===== src/rtl/mux8_pkg.sv =====
// Shared types and constants for the 8-source round-robin mux arbiter.
// Select encodings, beat/source types and output-stage state enum.
package mux8_pkg;

   localparam int unsigned NUM_SRC = 8;
   localparam int unsigned DATA_W  = 64;
   localparam int unsigned SEL_W   = 4;
   localparam int unsigned SRC_W   = 3;

   typedef logic [SEL_W-1:0]  sel_t;
   typedef logic [DATA_W-1:0] beat_t;
   typedef logic [SRC_W-1:0]  src_t;

   localparam sel_t SEL_SRC0 = 4'b0000;
   localparam sel_t SEL_SRC1 = 4'b0001;
   localparam sel_t SEL_SRC2 = 4'b0010;
   localparam sel_t SEL_SRC3 = 4'b0011;
   localparam sel_t SEL_SRC4 = 4'b0100;
   localparam sel_t SEL_SRC5 = 4'b0101;
   localparam sel_t SEL_SRC6 = 4'b0110;
   localparam sel_t SEL_SRC7 = 4'b0111;

   // Pointer value after reset, so that source 0 is searched first.
   localparam src_t LAST_RST = 3'd7;

   typedef enum logic [0:0] {
      StEmpty,
      StFull
   } arb_state_e;

   // The mux has a 4-bit select but only 8 inputs: the top bit is always 0.
   function automatic sel_t src_to_sel(input src_t src);
      return {1'b0, src};
   endfunction

endpackage


===== src/rtl/rr_pick8.sv =====
// Rotating priority encoder: picks the first requester after 'last', wrapping mod 8.
// Purely combinational.
module rr_pick8
   import mux8_pkg::*;
(
   input  logic [NUM_SRC-1:0] req,
   input  logic [SRC_W-1:0]   last,
   output logic [SRC_W-1:0]   gnt_idx,
   output logic               gnt_any
);

   src_t cand;

   always_comb begin
      gnt_idx = last;
      gnt_any = 1'b0;
      cand    = last;
      // Offset 8 wraps back to 'last' itself, so it has the lowest priority.
      for (int unsigned k = 1; k <= NUM_SRC; k++) begin
         cand = last + src_t'(k);
         if (!gnt_any && req[cand]) begin
            gnt_any = 1'b1;
            gnt_idx = cand;
         end
      end
   end

endmodule


===== src/rtl/mux8_rr_arbiter.sv =====
// Round-robin scheduler for an external 8:1 x 64-bit mux with a one-entry output register.
// Optional packet locking is enabled by defining MUX8_ARB_LOCK_EN (adds the in_last port).
module mux8_rr_arbiter
   import mux8_pkg::*;
(
   input  logic                clk,
   input  logic                rst,
   input  logic [NUM_SRC-1:0]  in_valid,
   output logic [NUM_SRC-1:0]  in_ready,
`ifdef MUX8_ARB_LOCK_EN
   input  logic [NUM_SRC-1:0]  in_last,
`endif
   input  logic [DATA_W-1:0]   mux_out,
   output logic [SEL_W-1:0]    sel,
   output logic                out_valid,
   input  logic                out_ready,
   output logic [DATA_W-1:0]   out_data,
   output logic [SRC_W-1:0]    out_src
);

   arb_state_e state_q, state_d;
   beat_t      out_data_q;
   src_t       out_src_q;
   src_t       last_q, last_d;

   src_t       pick_idx;
   logic       pick_any;
   src_t       gnt_idx;
   logic       gnt_any;
   logic       load;
   logic       xfer;

   rr_pick8 u_pick (
      .req     (in_valid),
      .last    (last_q),
      .gnt_idx (pick_idx),
      .gnt_any (pick_any)
   );

`ifdef MUX8_ARB_LOCK_EN
   logic locked_q, locked_d;

   // While locked, last_q already names the locked source; nobody else may win.
   always_comb begin
      gnt_idx = locked_q ? last_q : pick_idx;
      gnt_any = locked_q ? in_valid[last_q] : pick_any;
   end

   always_comb begin
      locked_d = locked_q;
      if (xfer) begin
         locked_d = !in_last[gnt_idx];
      end
   end

   always_ff @(posedge clk) begin
      if (rst) begin
         locked_q <= 1'b0;
      end else begin
         locked_q <= locked_d;
      end
   end
`else
   always_comb begin
      gnt_idx = pick_idx;
      gnt_any = pick_any;
   end
`endif

   // Handshake and mux control.
   always_comb begin
      load     = (state_q == StEmpty) || out_ready;
      xfer     = load && gnt_any && !rst;
      in_ready = '0;
      if (xfer) begin
         in_ready[gnt_idx] = 1'b1;
      end
      if (rst) begin
         sel = SEL_SRC0;
      end else begin
         sel = src_to_sel(gnt_any ? gnt_idx : last_q);
      end
      last_d = xfer ? gnt_idx : last_q;
   end

   always_comb begin
      state_d = state_q;
      unique case (state_q)
         StEmpty: begin
            if (xfer) begin
               state_d = StFull;
            end
         end
         StFull: begin
            if (!xfer && out_ready) begin
               state_d = StEmpty;
            end
         end
         default: state_d = StEmpty;
      endcase
   end

   always_ff @(posedge clk) begin
      if (rst) begin
         state_q    <= StEmpty;
         last_q     <= LAST_RST;
         out_data_q <= '0;
         out_src_q  <= '0;
      end else begin
         state_q <= state_d;
         last_q  <= last_d;
         if (xfer) begin
            out_data_q <= mux_out;
            out_src_q  <= gnt_idx;
         end
      end
   end

   assign out_valid = (state_q == StFull);
   assign out_data  = out_data_q;
   assign out_src   = out_src_q;

   ready_onehot_a: assert property (@(posedge clk) disable iff (rst) $onehot0(in_ready));
   sel_range_a:    assert property (@(posedge clk) sel <= SEL_SRC7);

endmodule


===== config.mk =====
export PLATFORM = sky130hd
export DESIGN_NAME = mux8_rr_arbiter
export DESIGN_NICKNAME = d
export VERILOG_FILES = /design/src/rtl/mux8_pkg.sv /design/src/rtl/rr_pick8.sv /design/src/rtl/mux8_rr_arbiter.sv
export SDC_FILE = /design/constraint.sdc
export NUM_CORES = 1
export LEC_CHECK = 0
export BUFFER_PORTS_ARGS = -buffer_cell sky130_fd_sc_hd__buf_4
export CORE_UTILIZATION = 40
export CTS_BUF_LIST = sky130_fd_sc_hd__clkbuf_16
export DETAILED_ROUTE_END_ITERATION = 7
export PLACE_DENSITY = 0.78
export RECOVER_POWER = 25
export SYNTH_ARGS = -nofsm -noshare
export SYNTH_HDL_FRONTEND = slang
export SYNTH_SLANG_ARGS = --single-unit

===== constraint.sdc =====
create_clock -name clk -period 12.4 [get_ports clk]
set_clock_uncertainty 0.15 [all_clocks]
set_input_delay 1.24 -clock clk [delete_from_list [all_inputs] [get_ports clk]]
set_output_delay 1.24 -clock clk [all_outputs]
set_load 0.005 [all_outputs]

==> out/results.md <==
- result of the run: finished with violations
- failing checks: design-rule violations
- Tot Pwr: 1.15 mW
- endpoint of the worst-slack reg-to-reg timing path: last_q[2]
- distinct cell type count of the synthesized netlist: 55
- total power density per cell area: 230 nW/um^2
- kind of end point of the critical path: output pin
- GPL Wtd Cong: 0.890
- half-perimeter wire length of the detailed placement result: 6970 um
- Worst EP arrival: 4.30 ns
- final number of max-transition violations: 0
- syn_nets: 511
- number of detailed-route iterations in the first pass: 6
- Min-Delay Startpoint: out_src[2]
- cell depth of the worst hold path: 2
- number of nets in the final layout: 646
- die width: 96.6 um
- H-tree level count: 3
- max cap viols: 0
- Syn Inst Count: 434
- required time at the endpoint of the critical path: 11.01 ns
- total of cells resized after clock tree synthesis: 0
- area growth from synthesis to final layout: 39.9%
- Cell Area, Synth: 3580 um^2
- routed length on met1: 4180 um
- number of enable flip-flop cells after synthesis: 0
- Total Routing Usage GR: 0.203
- Root Buffer: sky130_fd_sc_hd__clkbuf_16
- via count of the first global-routing pass: 3250
- WL met2: 4550 um
- clock-pin slew reported for the worst setup and hold paths after clock tree synthesis: 0.06 ns
- final-report setup violation count: 0
- maximum fanout count along the critical path: 30
- source-to-sink clock delay at the later pin of the worst-skew pair: 0.32 ns
- list of most frequent post-synthesis cells: sky130_fd_sc_hd__o21ai_0 (75), sky130_fd_sc_hd__inv_1 (72), sky130_fd_sc_hd__dfxtp_1 (71)
- DRT antenna net count: 0
- critical setup path kind: flip-flop to output pin
- min Tclk post-route: 5.69 ns
- maximum number of pins on one net before global-route repair: 113
- TritonCTS Buffers: 9
- leakage power: 2.37 nW
- top cell type's share of synthesized area: 0.397
- worst-case headroom to the max-slew limit: 0.396
- Syn Area/Cell: 8.25 um^2
- buffers from clock root to sink, at most: 2
- most used standard cell by instance count after synthesis: sky130_fd_sc_hd__o21ai_0
- CTS tree: built
- async set or reset register ratio after synthesis: 0
- worst-margin pin slew: 0.907 ns
- core region area: 8680 um^2
- fraction of the cycle the final worst path needs: 0.459
- count of input and output buffers: 153
- post-detailed-route wirelength per cell: 14.0 um
- maximum vdd drop: 0.116 mV
- proportion of synthesized chip area in sequential cells: 0.397
- proportion of layout cells with a drive suffix above 1: 0.328
- Initial Util: 0.412
- sink of the worst hold path: out_src[2]
- total number of yosys warnings: 0
- kind of start point of the critical path: flip-flop
- area leader, netlist: sky130_fd_sc_hd__dfxtp_1
- detailed route wirelength on metal3: 554 um
- total grt overflow: 0
- wire length of the first global-routing pass: 15600 um
- number of top-level design ports: 155
- path depth of the worst reg2reg path: 9
- count of vias placed by the detailed router: 3496
- setup slack, reg-to-reg: 7.60 ns
- number of setup buffers added after CTS: 0
- Hold Violations, Final: 0
- Highest Clock Rate: 0.176 GHz
- total routed wirelength: 9520 um
- hold slack final: 0.313 ns
- Antenna Cells: 0
- setup repair after global routing missed its margin: no
- average via count per standard cell: 5.13
- number of antenna violations at the first check in global routing: 0
- post-detailed-route DRC marker count: 1
- uppermost signal routing layer after detailed routing: met4
- class of the worst hold path: flip-flop to flip-flop
- number of synthesized register bits: 71
- floorplan die area: 9330 um^2
- site row count: 34
- prevailing post-synth register cell: sky130_fd_sc_hd__dfxtp_1
- launch instance of the worst register-to-register path: last_q[0]
- top cells by area in the synthesized netlist: sky130_fd_sc_hd__dfxtp_1 (40%), sky130_fd_sc_hd__o21ai_0 (10%), sky130_fd_sc_hd__nand3_1 (9.6%)
- clk sink count: 71
- height of the die: 96.6 um
- hold-fix buffer count after cts: 0
- Sum Neg Setup Slack: 0 ns
- Iteration-0 DRC Markers: 149
-- where the power goes --
| group | total [mW] | switching (mW) | internal (mW) | leakage [nW] |
|---|---|---|---|---|
| Combinational | 0.592 | 0.325 | 0.267 | 1.63 |
| Sequential | 0.292 | 0.0316 | 0.261 | 0.592 |
| Clock | 0.270 | 0.0952 | 0.175 | 0.151 |
| Total | 1.15 | 0.451 | 0.702 | 2.37 |
-- critical path, cell delays in order (launching register included) --
cell and delay (ns):
sky130_fd_sc_hd__dfxtp_1 0.74, sky130_fd_sc_hd__inv_1 0.22, sky130_fd_sc_hd__ha_1 0.58, sky130_fd_sc_hd__mux4_2 0.44, sky130_fd_sc_hd__mux2i_1 0.39, sky130_fd_sc_hd__nor4b_4 0.40
sky130_fd_sc_hd__a311o_2 0.60, sky130_fd_sc_hd__nor2_1 0.12, sky130_fd_sc_hd__o21ai_0 0.21, sky130_fd_sc_hd__nor3_1 0.11, sky130_fd_sc_hd__buf_4 0.16
-- placed cells by master (no fill, tap or decap), drive strengths merged, types with 2 or more instances in the layout --
cell,count
a22o,2
and3,2
a32oi,2
clkinv,3
nor3,7
dfxtp,71
a211oi,2
nor4,2
o21ai,76
ha,2
o221ai,2
nor2,13
nor4b,3
inv,74
buf,120
xor2,2
mux2,6
a21oi,9
nor2b,2
mux2i,6
clkbuf,45
o211ai,3
nand2,13
a311oi,2
mux4,10
xnor2,3
nand3,69
o22ai,3
and2,2
bufinv,2
-- state kept, by name (all words and copies together), names as in the netlist --
| register | count |
|---|---|
| last_q | 3 |
| out_data | 64 |
| out_src | 3 |
| out_valid | 1 |
-- metrics by stage --
stage	cell area [um^2]	setup WS [ns]	util	instances
3_5_place_dp	4730	7.04	0.545	666
3_3_place_gp	4730	7.14	0.545	666
5_1_grt	5010	6.20	0.577	681
6_report	5010	6.71	0.577	681
2_1_floorplan	3580	7.48	-	434
4_1_cts	5040	6.68	0.581	681
-- metal layers --
layer  up-vias  track usage
met4         0       0.0907
li1       1762            -
met2       115        0.337
met5         -            0
met1      1598        0.253
met3        21       0.0448
-- cells by family (layout without fill, tap and decap cells) --
kind of cell	count (synthesis)	count (layout)	synth area share
AO/OA/AOI/OAI	112	112	0.187
XOR/XNOR	5	5	0.0122
adder cells (fa/ha/maj)	2	2	0.00699
buffers and inverters	105	244	0.121
flip-flops	71	71	0.397
multiplexers	22	22	0.101
other	1	1	0.00105
AND/OR/NAND/NOR	116	116	0.174
-- area by class of cell --
cell class | instances | area [um^2]
Timing Repair Buffer | 156 | 1140
Inverter | 73 | 274
Clock inverter | 6 | 85.1
Multi-Input combinational cell | 258 | 1730
Tap cell | 108 | 135
Sequential cell | 71 | 1420
Clock buffer | 9 | 225
Fill cell | 794 | 3670
-- worst max path at each step --
| stage | start | end | slack (ns) | cells after the start |
|---|---|---|---|---|
| after floorplan | in_valid[1] | in_ready[7] | 7.48 | 8 |
| final | last_q[0] | in_ready[1] | 6.71 | 10 |
| after global placement | in_valid[1] | in_ready[1] | 7.14 | 9 |
| after detailed placement | last_q[0] | in_ready[1] | 7.04 | 10 |
| after CTS | last_q[0] | in_ready[1] | 6.68 | 10 |
| after global routing | last_q[0] | in_ready[6] | 6.20 | 10 |
No activity file was read; power rests on OpenSTA's default activity.
